`src/rtl/imm_gen_stream_if.sv`:
```
// rtl/imm_gen_stream_if.sv - instruction-in / immediate-out stream bundle for imm_gen_stream
interface imm_gen_stream_if #(
    parameter int XLEN  = 32,
    parameter int DEPTH = 2,
    parameter int TAG_W = 4
);
    localparam int LW = $clog2(DEPTH + 1);

    logic             flush;
    logic             in_valid;
    logic             in_ready;
    logic [31:0]      in_instr;
    logic [2:0]       in_imm_src;
    logic [TAG_W-1:0] in_tag;
    logic             out_valid;
    logic             out_ready;
    logic [XLEN-1:0]  out_imm;
    logic             out_illegal;
    logic [TAG_W-1:0] out_tag;
    logic [LW-1:0]    level;

    modport master (
        output flush, in_valid, in_instr, in_imm_src, in_tag, out_ready,
        input  in_ready, out_valid, out_imm, out_illegal, out_tag, level
    );

    modport slave (
        input  flush, in_valid, in_instr, in_imm_src, in_tag, out_ready,
        output in_ready, out_valid, out_imm, out_illegal, out_tag, level
    );
endinterface

```
`src/rtl/imm_gen_stream.sv`:
```
// rtl/imm_gen_stream.sv - RISC-V immediate decoder feeding a DEPTH-entry output FIFO
module imm_gen_stream #(
    parameter int XLEN  = 32,
    parameter int DEPTH = 2,
    parameter int TAG_W = 4
) (
    input  logic             clk,
    input  logic             rst_n,
    imm_gen_stream_if.slave  bus
);
    localparam int PW = (DEPTH > 1) ? $clog2(DEPTH) : 1;
    localparam int LW = $clog2(DEPTH + 1);

    typedef enum logic [2:0] {
        SRC_I = 3'b000,
        SRC_S = 3'b001,
        SRC_B = 3'b010,
        SRC_U = 3'b011,
        SRC_J = 3'b100,
        SRC_Z = 3'b101
    } imm_src_e;

    logic [31:0]      inst;
    logic [31:0]      imm32;
    logic             dec_illegal;
    logic [XLEN-1:0]  dec_imm;

    logic [PW-1:0]    wr_ptr_q, wr_ptr_d;
    logic [PW-1:0]    rd_ptr_q, rd_ptr_d;
    logic [LW-1:0]    level_q,  level_d;

    logic [XLEN-1:0]  mem_imm_q [DEPTH];
    logic             mem_ill_q [DEPTH];
    logic [TAG_W-1:0] mem_tag_q [DEPTH];

    logic             push;
    logic             pop;
    logic             head_valid;

    assign inst = bus.in_instr;

    // Every format is built as a 32-bit signed value first; Z keeps bit 31 clear so it stays zero-extended.
    always_comb begin
        imm32       = '0;
        dec_illegal = 1'b0;
        case (bus.in_imm_src)
            SRC_I:   imm32 = {{20{inst[31]}}, inst[31:20]};
            SRC_S:   imm32 = {{20{inst[31]}}, inst[31:25], inst[11:7]};
            SRC_B:   imm32 = {{19{inst[31]}}, inst[31], inst[7], inst[30:25], inst[11:8], 1'b0};
            SRC_U:   imm32 = {inst[31:12], 12'b0};
            SRC_J:   imm32 = {{11{inst[31]}}, inst[31], inst[19:12], inst[20], inst[30:21], 1'b0};
            SRC_Z:   imm32 = {27'b0, inst[19:15]};
            default: dec_illegal = 1'b1;
        endcase
    end

    assign dec_imm = XLEN'($signed(imm32));

    // in_ready depends only on registered occupancy, so a pop never frees a slot in the same cycle.
    assign bus.in_ready = (level_q != LW'(DEPTH));
    assign head_valid   = (level_q != '0);
    assign push         = bus.in_valid && bus.in_ready && !bus.flush;
    assign pop          = head_valid && bus.out_ready && !bus.flush;

    always_comb begin
        wr_ptr_d = wr_ptr_q;
        rd_ptr_d = rd_ptr_q;
        level_d  = level_q;
        if (bus.flush) begin
            wr_ptr_d = '0;
            rd_ptr_d = '0;
            level_d  = '0;
        end else begin
            if (push) wr_ptr_d = wr_ptr_q + PW'(1);
            if (pop)  rd_ptr_d = rd_ptr_q + PW'(1);
            case ({push, pop})
                2'b10:   level_d = level_q + LW'(1);
                2'b01:   level_d = level_q - LW'(1);
                default: level_d = level_q;
            endcase
        end
    end

    always_ff @(posedge clk or negedge rst_n) begin
        if (!rst_n) begin
            wr_ptr_q <= '0;
            rd_ptr_q <= '0;
            level_q  <= '0;
        end else begin
            wr_ptr_q <= wr_ptr_d;
            rd_ptr_q <= rd_ptr_d;
            level_q  <= level_d;
        end
    end

    // Payload storage needs no reset: the head is masked whenever the FIFO is empty.
    always_ff @(posedge clk) begin
        if (push) begin
            mem_imm_q[wr_ptr_q] <= dec_illegal ? '0 : dec_imm;
            mem_ill_q[wr_ptr_q] <= dec_illegal;
            mem_tag_q[wr_ptr_q] <= bus.in_tag;
        end
    end

    assign bus.out_valid   = head_valid;
    assign bus.out_imm     = head_valid ? mem_imm_q[rd_ptr_q] : '0;
    assign bus.out_illegal = head_valid ? mem_ill_q[rd_ptr_q] : 1'b0;
    assign bus.out_tag     = head_valid ? mem_tag_q[rd_ptr_q] : '0;
    assign bus.level       = level_q;
endmodule

```
`src/flat_wrapper.sv`:
```
// flat-port wrapper written by rule: the top's interface ports become plain ports
module imm_gen_stream_flat 
#(
    parameter int XLEN  = 32,
    parameter int DEPTH = 2,
    parameter int TAG_W = 4
)
  (clk, rst_n, bus_flush, bus_in_valid, bus_in_instr, bus_in_imm_src, bus_in_tag, bus_out_ready, bus_in_ready, bus_out_valid, bus_out_imm, bus_out_illegal, bus_out_tag, bus_level);
  imm_gen_stream_if #(.XLEN(XLEN), .DEPTH(DEPTH), .TAG_W(TAG_W)) bus_i ();
  input  logic clk;
  input  logic rst_n;
  input wire logic [$bits(bus_i.flush)-1:0] bus_flush;
  input wire logic [$bits(bus_i.in_valid)-1:0] bus_in_valid;
  input wire logic [$bits(bus_i.in_instr)-1:0] bus_in_instr;
  input wire logic [$bits(bus_i.in_imm_src)-1:0] bus_in_imm_src;
  input wire logic [$bits(bus_i.in_tag)-1:0] bus_in_tag;
  input wire logic [$bits(bus_i.out_ready)-1:0] bus_out_ready;
  output wire logic [$bits(bus_i.in_ready)-1:0] bus_in_ready;
  output wire logic [$bits(bus_i.out_valid)-1:0] bus_out_valid;
  output wire logic [$bits(bus_i.out_imm)-1:0] bus_out_imm;
  output wire logic [$bits(bus_i.out_illegal)-1:0] bus_out_illegal;
  output wire logic [$bits(bus_i.out_tag)-1:0] bus_out_tag;
  output wire logic [$bits(bus_i.level)-1:0] bus_level;
  assign bus_i.flush = bus_flush;
  assign bus_i.in_valid = bus_in_valid;
  assign bus_i.in_instr = bus_in_instr;
  assign bus_i.in_imm_src = bus_in_imm_src;
  assign bus_i.in_tag = bus_in_tag;
  assign bus_i.out_ready = bus_out_ready;
  assign bus_in_ready = bus_i.in_ready;
  assign bus_out_valid = bus_i.out_valid;
  assign bus_out_imm = bus_i.out_imm;
  assign bus_out_illegal = bus_i.out_illegal;
  assign bus_out_tag = bus_i.out_tag;
  assign bus_level = bus_i.level;
  imm_gen_stream #(.XLEN(XLEN), .DEPTH(DEPTH), .TAG_W(TAG_W)) u_core (.clk(clk), .rst_n(rst_n), .bus(bus_i));
endmodule
```
`config.mk`:
```
export PLATFORM = sky130hd
export DESIGN_NAME = imm_gen_stream_flat
export DESIGN_NICKNAME = d
export VERILOG_FILES = /design/src/rtl/imm_gen_stream_if.sv /design/src/rtl/imm_gen_stream.sv /design/src/flat_wrapper.sv
export SDC_FILE = /design/constraint.sdc
export NUM_CORES = 1
export LEC_CHECK = 0
export CAP_MARGIN = 20
export CELL_PAD_IN_SITES_DETAIL_PLACEMENT = 1
export CELL_PAD_IN_SITES_GLOBAL_PLACEMENT = 1
export CORE_MARGIN = 2
export CORE_UTILIZATION = 45
export CTS_CLUSTER_SIZE = 30
export DETAILED_ROUTE_END_ITERATION = 10
export DONT_BUFFER_PORTS = 1
export PLACE_DENSITY_LB_ADDON = 0.1
export REMOVE_ABC_BUFFERS = 1
export SYNTH_ARGS = -nofsm -noshare
export SYNTH_HDL_FRONTEND = slang
export SYNTH_SLANG_ARGS = --single-unit
```
`constraint.sdc`:
```
create_clock -name clk -period 4.3 [get_ports clk]
set_clock_uncertainty 0.2 [all_clocks]
set_input_delay 0.86 -clock clk [delete_from_list [all_inputs] [get_ports clk]]
set_output_delay 0.86 -clock clk [all_outputs]
set_load 0.05 [all_outputs]
```
== After elaboration in Yosys (flattened, before gate mapping) ==
Memory sizes are Yosys's and may differ from the RTL's.
Index checks and enable logic that the tools add are counted.

* Register bits: 4
* Memory bits (writable): 74
* Word-level logic and storage cells: 43
* Memories: 3

* $add $sub $neg: 4
* Equal/unequal tests: 8
* Multiplexer cells: 14
* Reductions and logical operators: 11

{| class="wikitable"
|+ Memories
! memory !! words !! width !! rd ports !! clocked after memory_dff !! write ports !! RTL line !! text
|-
| u_core.mem_imm_q || 2 || 32 || 1 || 0 || 1 || imm_gen_stream.sv:32 || <nowiki>logic [XLEN-1:0] mem_imm_q [DEPTH];</nowiki>
|-
| u_core.mem_tag_q || 2 || 4 || 1 || 0 || 1 || imm_gen_stream.sv:34 || <nowiki>logic [TAG_W-1:0] mem_tag_q [DEPTH];</nowiki>
|-
| u_core.mem_ill_q || 2 || 1 || 1 || 0 || 1 || imm_gen_stream.sv:33 || <nowiki>logic mem_ill_q [DEPTH];</nowiki>
|}

{| class="wikitable"
|+ Operators with widths
! operator !! number
|-
| $pmux W32 S6 || 1
|-
| $mux W32 || 2
|-
| $mux W1 || 8
|-
| $eq A3 B2 Y1 const B || 2
|-
| $eq A3 B3 Y1 const B || 2
|-
| $reduce_bool A2 Y1 || 3
|-
| $reduce_or A6 Y1 || 1
|-
| $logic_and A1 B1 Y1 || 4
|-
| $mux W4 || 1
|-
| $pmux W2 S2 || 1
|-
| $eq A3 B1 Y1 const B || 1
|-
| $logic_not A3 Y1 || 1
|-
| $reduce_bool A3 Y1 || 1
|-
| $add A1 B1 Y1 const B || 2
|-
| $add A2 B1 Y2 const B || 1
|-
| $eq A2 B1 Y1 const B || 1
|-
| $eq A2 B2 Y1 const B || 1
|-
| $mux W2 || 1
|-
| $ne A2 B2 Y1 const B || 1
|-
| $sub A2 B1 Y2 const B || 1
|-
| $logic_not A1 Y1 || 1
|}

== Depth between registers and ports, before layout ==
Gate-level depths: netlist of the first run.

* Depth in word-level cells: 6
* Gate-level depth with buffers: 5

== Worst setup path after synthesis of the first run ==
Ideal clock, no wire load.

* Path kind: reg2reg
* From: reg u_core.level_q[1] (netlist: u_core.bus.level[1])
* To: mem u_core.mem_ill_q[1] (enable)
* Data arrival time: 3.958 ns
* Path slack: -0.342 ns
* Stages on the path, launching flop included: 5
* Period minus slack after synthesis: 4.642 ns
* Cells stage by stage: dfrtp_1 > nor2b_1 > inv_2 > nand2_1 > nor3b_1

* Longest elaborated chain between the ends: 5

{| class="wikitable"
|+ RTL lines
! what !! RTL line !! text
|-
| start, declared || imm_gen_stream.sv:30 || <nowiki>logic [LW-1:0] level_q, level_d;</nowiki>
|-
| start signal, assigned || imm_gen_stream.sv:92 || <nowiki>level_q <= level_d;</nowiki>
|-
| $ne A2 B2 Y1 || imm_gen_stream.sv:60 || <nowiki>assign bus.in_ready = (level_q != LW'(DEPTH));</nowiki>
|-
| net bus_in_ready || flat_wrapper.sv:18 || <nowiki>output wire logic [$bits(bus_i.in_ready)-1:0] bus_in_ready;</nowiki>
|-
| $logic_and A1 B1 Y1 (2 in series) || imm_gen_stream.sv:62 || <nowiki>assign push = bus.in_valid && bus.in_ready && !bus.flush;</nowiki>
|-
| $mux W1 || imm_gen_stream.sv:98 || <nowiki>if (push) begin</nowiki>
|-
| $mux W1 (not written as such) || imm_gen_stream.sv:100 || <nowiki>mem_ill_q[wr_ptr_q] <= dec_illegal;</nowiki>
|-
| end, declared || imm_gen_stream.sv:33 ||
|}

The timed path passes the listed nets, and every way through them passes these cells.

== Worst setup path after layout of the first run ==
* From: reg u_core.rd_ptr_q
* To: out bus_out_imm[28]

* Longest elaborated chain between the ends: 2

{| class="wikitable"
|+ RTL lines
! what !! RTL line !! text
|-
| start, declared || imm_gen_stream.sv:29 || <nowiki>logic [PW-1:0] rd_ptr_q, rd_ptr_d;</nowiki>
|-
| start signal, assigned || imm_gen_stream.sv:91 || <nowiki>rd_ptr_q <= rd_ptr_d;</nowiki>
|-
| $mem_v2 Z2 W32 || -- ||
|-
| $mux W32 || imm_gen_stream.sv:106 || <nowiki>assign bus.out_imm = head_valid ? mem_imm_q[rd_ptr_q] : '0;</nowiki>
|-
| end, declared || flat_wrapper.sv:20 || <nowiki>output wire logic [$bits(bus_i.out_imm)-1:0] bus_out_imm;</nowiki>
|}

Every way passes these cells.

==> flow_metrics.tcl, run 1 <==
set metrics [dict create \
    avgSynthCellArea_um2 13.06 \
    cp_data_arrival_time_ns 2.34 \
    drt_iter0_markers 71 \
    final_cells 380 \
    antenna_cells 0 \
    cp-end-kind "output port" \
    via_count 2105 \
    firstDrtPassIters 6 \
    numPortBuffers 0 \
    dpl.cell_count 363 \
    finalCritPeriodShare 0.7900 \
    synth.distinct_cells 33 \
    vias_per_cell 5.539 \
    rows 32 \
    grt_usage 0.1748 \
    boundaryPins 85 \
    clock_sinks 78 \
    wl_um 7245 \
    cts_buffers 9 \
    die_h_um 93.19 \
    whs_ns 0.3789 \
    slowest_delay_ns 0.91 \
    synth-simple-area-share 0.1021 \
    status "complete, no violations" \
    cts_tree "done" \
    finalSetupViolations 0 \
    final_hold_viol_count 0 \
    critical_path.max_fanout 26 \
    p_leak_nw 1.339 \
    nets 317 \
    antenna_left 0 \
    die_area_um2 8684 \
    slew_headroom 0.3746 \
    slowest_stage "dfrtp_2" \
    cap_violations 0 \
    synth-compound-area-share 0.09892 \
    start_util 0.4632 \
    drc 0 \
    yosys_warnings 0 \
    synth_mux_area_frac 0.1063 \
    rsz0062_at_grt "false" \
    cts_root_buffer "clkbuf_8" \
    grt_overflow 0 \
    hp-class "in -> reg" \
    grt_max_degree 39 \
    synthXorXnorAreaFrac 0.002447 \
    antenna_found_initial 0 \
    coreArea_um2 7727 \
    ys_ff_latch 78 \
    synth_cells 274 \
    powerDensity_nw_per_um2 462.1 \
    crit_required_ns 3.24 \
    crit_buf_inv 1 \
    slew_violations 0 \
    clock.fmax_mhz 294.4 \
    start_kind "register" \
    cp_cell_sequence "buf_4 -> mux2i_1 -> nor2_1" \
    synth_top_family_by_area "multiplexers" \
    syn_area_um2 3580 \
    ys_seq_area_frac 0.6487 \
    clockBufferDepth 2 \
    fin_crit_ns 3.397 \
    cts_max_level 3 \
    grt_pass1_vias 2185 \
    tightest_slew_ns 0.9347 \
    cts_setup_buffers 0 \
    drive_gt1_frac 0.1079 \
    clk_pin_slew_ns 0.08 \
    avgRoutedWirePerCell_um 19.07 \
    clock_latency_ns 0.33 \
    max-vdd-ir-drop_uv 202.6 \
    cp_top_family "flip-flops" \
    gp_congestion 0.7569 \
    criticalPathCategory "reg -> out" \
    hpwlAfterDp_um 4623 \
    synthAdderAreaFrac 0.003146 \
    grt_pass1_wl_um 11340 \
    die_w_um 93.19 \
    syn_to_final_growth_pct 8.948 \
]
==> what timing repair did <==
| item | CTS | global route |
|---|---|---|
| hold buffers | 1 | 0 |
| hold endpoints to repair | 4 | 0 |
| resized for setup | 0 | 0 |
==> cells in the mapped netlist (all sizes together) <==
library cell | count | area, um2
nor2 | 43 | 161.4
maj3 | 1 | 11.26
nor3b | 2 | 15.01
clkbuf | 4 | 15.01
dfrtp | 4 | 100.1
and2 | 4 | 30.03
xor2 | 1 | 8.760
o21ai | 7 | 35.03
mux2i | 38 | 380.4
a211oi | 1 | 7.510
nand2b | 5 | 31.28
or3 | 1 | 6.260
o22ai | 9 | 56.30
nand2 | 5 | 18.77
buf | 15 | 103.9
edfxtp | 74 | 2222
and2b | 1 | 7.510
inv | 5 | 18.77
nor3 | 1 | 5.000
a21o | 12 | 90.09
o211ai | 1 | 7.510
a311o | 4 | 40.04
or2 | 1 | 6.260
nor2b | 11 | 76.32
nand3b | 1 | 7.510
a22oi | 1 | 7.510
a21oi | 22 | 110.1
==> cell families after synthesis <==
family,count (synthesis)
simple gates,75
flops,78
xor+xnor,1
compound gates,57
mux,38
fa+ha+maj,1
buf+inv,24
==> layer usage <==
| metal | wire length (um) | share of wire | global-route usage | vias to the layer above |
|---|---|---|---|---|
| met5 | 0 | 0 | 0 | - |
| met4 | 56 | 0.0077 | 0.06985 | 0 |
| met3 | 538 | 0.074 | 0.04996 | 6 |
| met2 | 3688 | 0.51 | 0.3019 | 69 |
| met1 | 2961 | 0.41 | 0.2057 | 1028 |
| li1 | - | - | - | 1002 |
==> per-stage QoR <==
stage	utilization	setup slack (ns)	power, mW	area, um2	TNS [ns]
2_1_floorplan	-	-0.3424	1.126	3461	-16.75
3_3_place_gp	0.4726	1.246	1.162	3652	0
3_5_place_dp	0.4726	1.225	1.168	3652	0
4_1_cts	0.5047	0.8489	1.820	3900	0
5_1_grt	0.5047	0.7833	1.862	3900	0
6_report	0.5047	0.9030	1.802	3900	0
==> cell type report <==
| class | instances | area [um2] |
|---|---|---|
| fillers | 793 | 3827 |
| flip-flops and latches | 78 | 2323 |
| multi-input cells | 172 | 1137 |
| repair buffers | 7 | 55.05 |
| inverters | 5 | 18.77 |
| well taps | 102 | 127.6 |
| clock inverters | 6 | 110.1 |
| clock buffers | 10 | 127.6 |
==> final timing paths <==
path	start	to	slack, ns	cells past startpoint
setup reg to reg	u_core.bus.level[0]	u_core.mem_imm_q[1][5]	1.76	5
setup / recovery	u_core.rd_ptr_q	bus_out_imm[28]	0.90	3
hold / removal	bus_flush	u_core.bus.level[0]	0.38	1
min in group asynchronous	rst_n	u_core.bus.level[1]	0.59	1
max in group asynchronous	rst_n	u_core.rd_ptr_q	3.12	1
hold reg to reg	u_core.wr_ptr_q	u_core.wr_ptr_q	0.40	2
==> sequential cells by signal, indices dropped and copies added, names as in the netlist <==
register / cells
u_core.mem_imm_q: 64
u_core.bus.level: 2
u_core.rd_ptr_q: 1
u_core.mem_ill_q: 2
u_core.wr_ptr_q: 1
u_core.mem_tag_q: 8
==> where the power goes <==
| part | internal (mW) | switching [mW] | leakage [nW] | total, mW |
|---|---|---|---|---|
| Clock | 0.385 | 0.269 | 0.114 | 0.654 |
| Combinational | 0.0632 | 0.189 | 0.484 | 0.253 |
| Sequential | 0.870 | 0.0256 | 0.742 | 0.895 |
| Total | 1.32 | 0.484 | 1.34 | 1.80 |
==> cell usage in the layout (no fill, tap or decap), types with 2 or more instances in the layout <==
cell type	n
clkbuf_8	9
buf_4	6
a21o_1	12
nor2b_1	10
inv_2	2
o22ai_1	9
edfxtp_1	74
dfrtp_1	3
nand2b_1	5
a21oi_1	22
mux2i_1	38
inv_1	3
a311o_1	4
o21ai_0	3
bufinv_16	3
and2_4	2
nor2_1	42
nand2_1	5
o21ai_1	4
and2_1	2
Note: power is estimated with default switching activity, not from simulation.
==> inputs of run 2 (changes only) <==
Settings changed: CORE_UTILIZATION 45 to 50.
Clock period 4.3 ns to 3.5 ns, I/O delays scaled along.
==> flow_metrics.tcl, run 2 (synthesis gave the netlist of run 1 again) <==
set metrics [dict create \
    vias_per_cell 5.545 \
    hp-class "in -> reg" \
    criticalPathCategory "reg -> out" \
    fin_tns_setup_ns 0 \
    slew_headroom 0.5488 \
    cts_max_level 3 \
    nets 352 \
    finalCritPeriodShare 0.8071 \
    final_common_cell "edfxtp_1" \
    via_count 2268 \
    gp_congestion 0.8068 \
    avgRoutedWirePerCell_um 18.18 \
    syn_to_final_growth_pct 15.73 \
    cts_buffers 9 \
    drt_iter0_markers 106 \
    critical_path.max_fanout 38 \
    largest_register "u_core.mem_imm_q" \
    cp_common_cell "buf_4" \
    sw_frac_of_total 0.2733 \
    clock_sinks 78 \
    fin_area_um2 4143 \
    p_sw_mw 0.5965 \
    route.met2.wl_um 3771 \
    coreArea_um2 6869 \
    clk_pin_slew_ns 0.08 \
    cp_cell_sequence "nor2_4 -> buf_4 -> nor2_1 -> buf_4" \
    final_hold_viol_count 0 \
    multi_input_area_um2 1137 \
    clock.fmax_mhz 354.0 \
    dpl.cell_count 392 \
    die_h_um 88.62 \
    die_area_um2 7853 \
    firstDrtPassIters 4 \
    antenna_found_initial 0 \
    grt_overflow 0 \
    grt_max_degree 39 \
    seqCellArea_um2 2323 \
    fin_crit_ns 2.825 \
    power.internal_mw 1.586 \
    clock_latency_ns 0.34 \
    mostFrequentLayoutCells "edfxtp_1 (74), nor2_1 (42), buf_4 (40)" \
    powerDensity_nw_per_um2 526.9 \
    finalSetupViolations 0 \
    rsz0062_at_grt "false" \
    p_seq_frac 0.503 \
    slowest_stage "dfrtp_1" \
    crit_required_ns 2.60 \
    hpwlAfterDp_um 4885 \
    total_power_mw 2.183 \
    antenna_cells 0 \
    largest_reg_flops 64 \
    boundaryPins 85 \
    cp_data_arrival_time_ns 1.92 \
    cts_root_buffer "clkbuf_8" \
    grt_pass1_wl_um 11860 \
    whs_ns 0.2102 \
    clockBufferDepth 2 \
    cap_violations 0 \
    numPortBuffers 0 \
    pre_cts_slack_ns 0.9059 \
    largest_registers "u_core.mem_imm_q (64), u_core.mem_tag_q (8)" \
    slowest_delay_ns 0.64 \
    wl_um 7435 \
    cts_setup_buffers 0 \
    status "complete, no violations" \
    start_util 0.5211 \
    setup_slack_ns 0.6753 \
    die_w_um 88.62 \
    highest_layer "met4" \
    antenna_left 0 \
    tightest_slew_ns 0.6768 \
    slew_violations 0 \
    combPwrFrac 0.168 \
    cts_tree "done" \
    p_leak_nw 1.516 \
    drt-met1-wl_um 3012 \
    nFillCells 709 \
    dr_wl_met3_um 560 \
    start_kind "register" \
    clkPwrFrac 0.330 \
    drive_gt1_frac 0.2077 \
    grt_usage 0.2045 \
    drc 0 \
    grt_pass1_vias 2451 \
    max-vdd-ir-drop_uv 231.1 \
    dpl_cell_area_um2 3920 \
    fin_util 0.6031 \
    final_cells 409 \
    cp-end-kind "output port" \
    rows 30 \
]
## run 2: cell types whose count changed in the layout (fill, tap and decap cells not counted), sizes merged
cell	before	now
buf	6	41
bufinv	3	2
clkbuf	10	9
clkinv	2	4
## run 2: worst paths after layout
| path | startpoint | endpoint | slack, ns | cells after the start |
|---|---|---|---|---|
| min reg2reg | u_core.wr_ptr_q | u_core.wr_ptr_q | 0.41 | 2 |
| min | bus_flush | u_core.bus.level[1] | 0.21 | 1 |
| max reg2reg | u_core.bus.level[0] | u_core.mem_imm_q[1][4] | 0.92 | 5 |
| max in group asynchronous | rst_n | u_core.rd_ptr_q | 2.49 | 1 |
| min in group asynchronous | rst_n | u_core.bus.level[0] | 0.42 | 1 |
| max | u_core.bus.level[1] | bus_out_imm[21] | 0.68 | 4 |
## run 2: final cells by class
cell class	instances	area share
clock inverter	7	0.02144
multi-input combinational	172	0.2745
timing repair buffer	42	0.07973
tap	96	0.02899
sequential	78	0.5609
clock buffer	9	0.02990
inverter	5	0.004530
## run 2: timing repair
item,in CTS,in global routing
resized for setup,0,0
endpoints found under the hold margin,4,0
hold buffers,1,0
## run 2: routing by layer
| metal | global-route usage | up-vias |
|---|---|---|
| met5 | 0 | - |
| met4 | 0.06336 | 0 |
| met3 | 0.07276 | 10 |
| met2 | 0.3568 | 75 |
| met1 | 0.2370 | 1110 |
| li1 | - | 1073 |
## run 2: critical path, delay by kind of cell, from the launching register on
kind / cells / cell delay [ns]
flip-flops: 1 / 0.64
buffers and inverters: 2 / 0.61
AND/OR/NAND/NOR: 2 / 0.31
## run 2: power by group through the flow
stage	Sequential (mW)	Clock (mW)	Combinational, mW
floorplan	1.12	0	0.263
global placement	1.12	0	0.359
detailed placement	1.12	0	0.369
CTS	1.10	0.730	0.372
global route	1.10	0.769	0.395
finish	1.10	0.719	0.366
==> inputs of run 3 (changes only) <==
Settings changed: CORE_UTILIZATION 50 to 45.
Clock period 3.5 ns to 2.5 ns, I/O delays scaled along.
==> flow_metrics.tcl, run 3 (synthesis gave the netlist of run 1 again) <==
set metrics [dict create \
    cp_data_arrival_time_ns 1.60 \
    slowest_stage "dfrtp_1" \
    grt_max_degree 39 \
    drt_iter0_markers 69 \
    hp-class "in -> reg" \
    start_kind "register" \
    clock.fmax_mhz 434.1 \
    clock_sinks 78 \
    antenna_cells 0 \
    crit_required_ns 1.80 \
    grt_pass1_vias 2373 \
    nets 359 \
    hpwlAfterDp_um 4886 \
    boundaryPins 85 \
    cp-end-kind "output port" \
    die_area_um2 8684 \
    vias_per_cell 5.334 \
    crit_buf_inv 3 \
    dpl_cell_area_um2 3985 \
    slew_headroom 0.5767 \
    hold_buffers 2 \
    clock_latency_ns 0.35 \
    mostFrequentLayoutCells "edfxtp_1 (74), buf_4 (45), nor2_1 (42)" \
    finalCritPeriodShare 0.9215 \
    firstDrtPassIters 4 \
    cts_setup_buffers 0 \
    avgRoutedWirePerCell_um 17.90 \
    grt_usage 0.1871 \
    nFillCells 801 \
    via_count 2251 \
    p_seq_frac 0.509 \
    fin_area_um2 4195 \
    powerDensity_nw_per_um2 708.6 \
    p_sw_mw 0.8349 \
    die_w_um 93.19 \
    rows 32 \
    gp_congestion 0.7375 \
    clkPwrFrac 0.305 \
    antenna_found_initial 0 \
    rsz0062_at_grt "false" \
    numPortBuffers 0 \
    grt_pass1_wl_um 12120 \
    slew_violations 0 \
    syn_to_final_growth_pct 17.20 \
    slowest_delay_ns 0.35 \
    fin_tns_setup_ns 0 \
    largest_registers "u_core.mem_imm_q (64), u_core.mem_tag_q (8)" \
    criticalPathCategory "reg -> out" \
    p_leak_nw 1.544 \
    cts_buffers 9 \
    cts_root_buffer "clkbuf_8" \
    status "complete, no violations" \
    cts_max_level 3 \
    cp_common_cell "buf_4" \
    cp_cell_sequence "buf_4 -> nor2_4 -> buf_12 -> nor2_1 -> buf_4" \
    cts_resized 0 \
    die_h_um 93.19 \
    start_util 0.4632 \
    critical_path.max_fanout 38 \
    tightest_slew_ns 0.6337 \
    sw_frac_of_total 0.2809 \
    cts_tree "done" \
    drc 0 \
    fin_util 0.5429 \
    grt_overflow 0 \
    coreArea_um2 7727 \
    wl_um 7553 \
    power.internal_mw 2.138 \
    final_common_cell "edfxtp_1" \
    max-vdd-ir-drop_uv 331.9 \
    cp_top_family "buffers and inverters" \
    antenna_left 0 \
    fin_crit_ns 2.304 \
    drive_gt1_frac 0.2188 \
    cap_violations 0 \
    clk_pin_slew_ns 0.08 \
    combPwrFrac 0.186 \
    largest_reg_flops 64 \
    finalSetupViolations 0 \
    rrSetupSlack_ns 0.45 \
    clockBufferDepth 2 \
    final_hold_viol_count 0 \
    largest_register "u_core.mem_imm_q" \
]
run 3: cell count changes in the layout (fill, tap and decap cells not counted), sizes merged:
cell | before | now
buf | 41 | 47
bufinv | 2 | 1
clkbuf | 9 | 10
dlygate4sd3 | 1 | 2
run 3: path summary, 6_finish.rpt:
kind	cells after the start	end	start
setup / recovery	5	bus_out_imm[0]	u_core.bus.level[1]
hold / removal	0	u_core.mem_tag_q[0][3]	bus_in_tag[3]
setup reg to reg	5	u_core.mem_imm_q[1][20]	u_core.bus.level[1]
hold reg to reg	2	u_core.wr_ptr_q	u_core.wr_ptr_q
max in group asynchronous	1	u_core.rd_ptr_q	rst_n
min in group asynchronous	1	u_core.wr_ptr_q	rst_n
run 3: through the flow:
stage / hold WS (ns) / power [mW] / instances / setup slack, ns
after global routing: 0.02339 / 3.088 / 422 / 0.1120
final: 0.04591 / 2.973 / 422 / 0.1961
after floorplan: 0.004409 / 1.937 / 255 / -2.142
after CTS: 0.02621 / 3.005 / 422 / 0.1687
after detailed placement: 0.004536 / 2.097 / 404 / 0.4499
after global placement: 0.004517 / 2.083 / 404 / 0.5063
run 3: metal layers:
| metal | wire length (um) | GRT usage | up-vias |
|---|---|---|---|
| met5 | 0 | 0 | - |
| li1 | - | - | 1088 |
| met4 | 123 | 0.08088 | 0 |
| met2 | 3720 | 0.3116 | 65 |
| met3 | 456 | 0.04996 | 10 |
| met1 | 3253 | 0.2302 | 1088 |
run 3: worst reg2reg max path, stage by stage, from the launching register on:
cell and delay (ns):
dfrtp_1 0.38, nor2b_1 0.16, inv_2 0.22, nand2_1 0.14
nor3b_2 0.24, buf_4 0.37
run 3: cell type report:
cell class | instances | area, um2 | share of cell area
clock buffers | 10 | 127.6 | 0.03042
clock inverters | 6 | 62.56 | 0.01491
inverters | 5 | 18.77 | 0.004474
multi-input cells | 172 | 1137 | 0.2711
flip-flops and latches | 78 | 2323 | 0.5538
well taps | 102 | 127.6 | 0.03042
repair buffers | 49 | 397.9 | 0.09484
run 3: power groups by stage:
stage                     Combinational [mW]  Clock, mW  Sequential (mW)
after floorplan                        0.369          0             1.57
after global placement                 0.544          0             1.54
after detailed placement               0.555          0             1.54
after CTS                              0.561      0.931             1.51
after global routing                   0.593      0.978             1.52
final                                  0.553      0.907             1.51
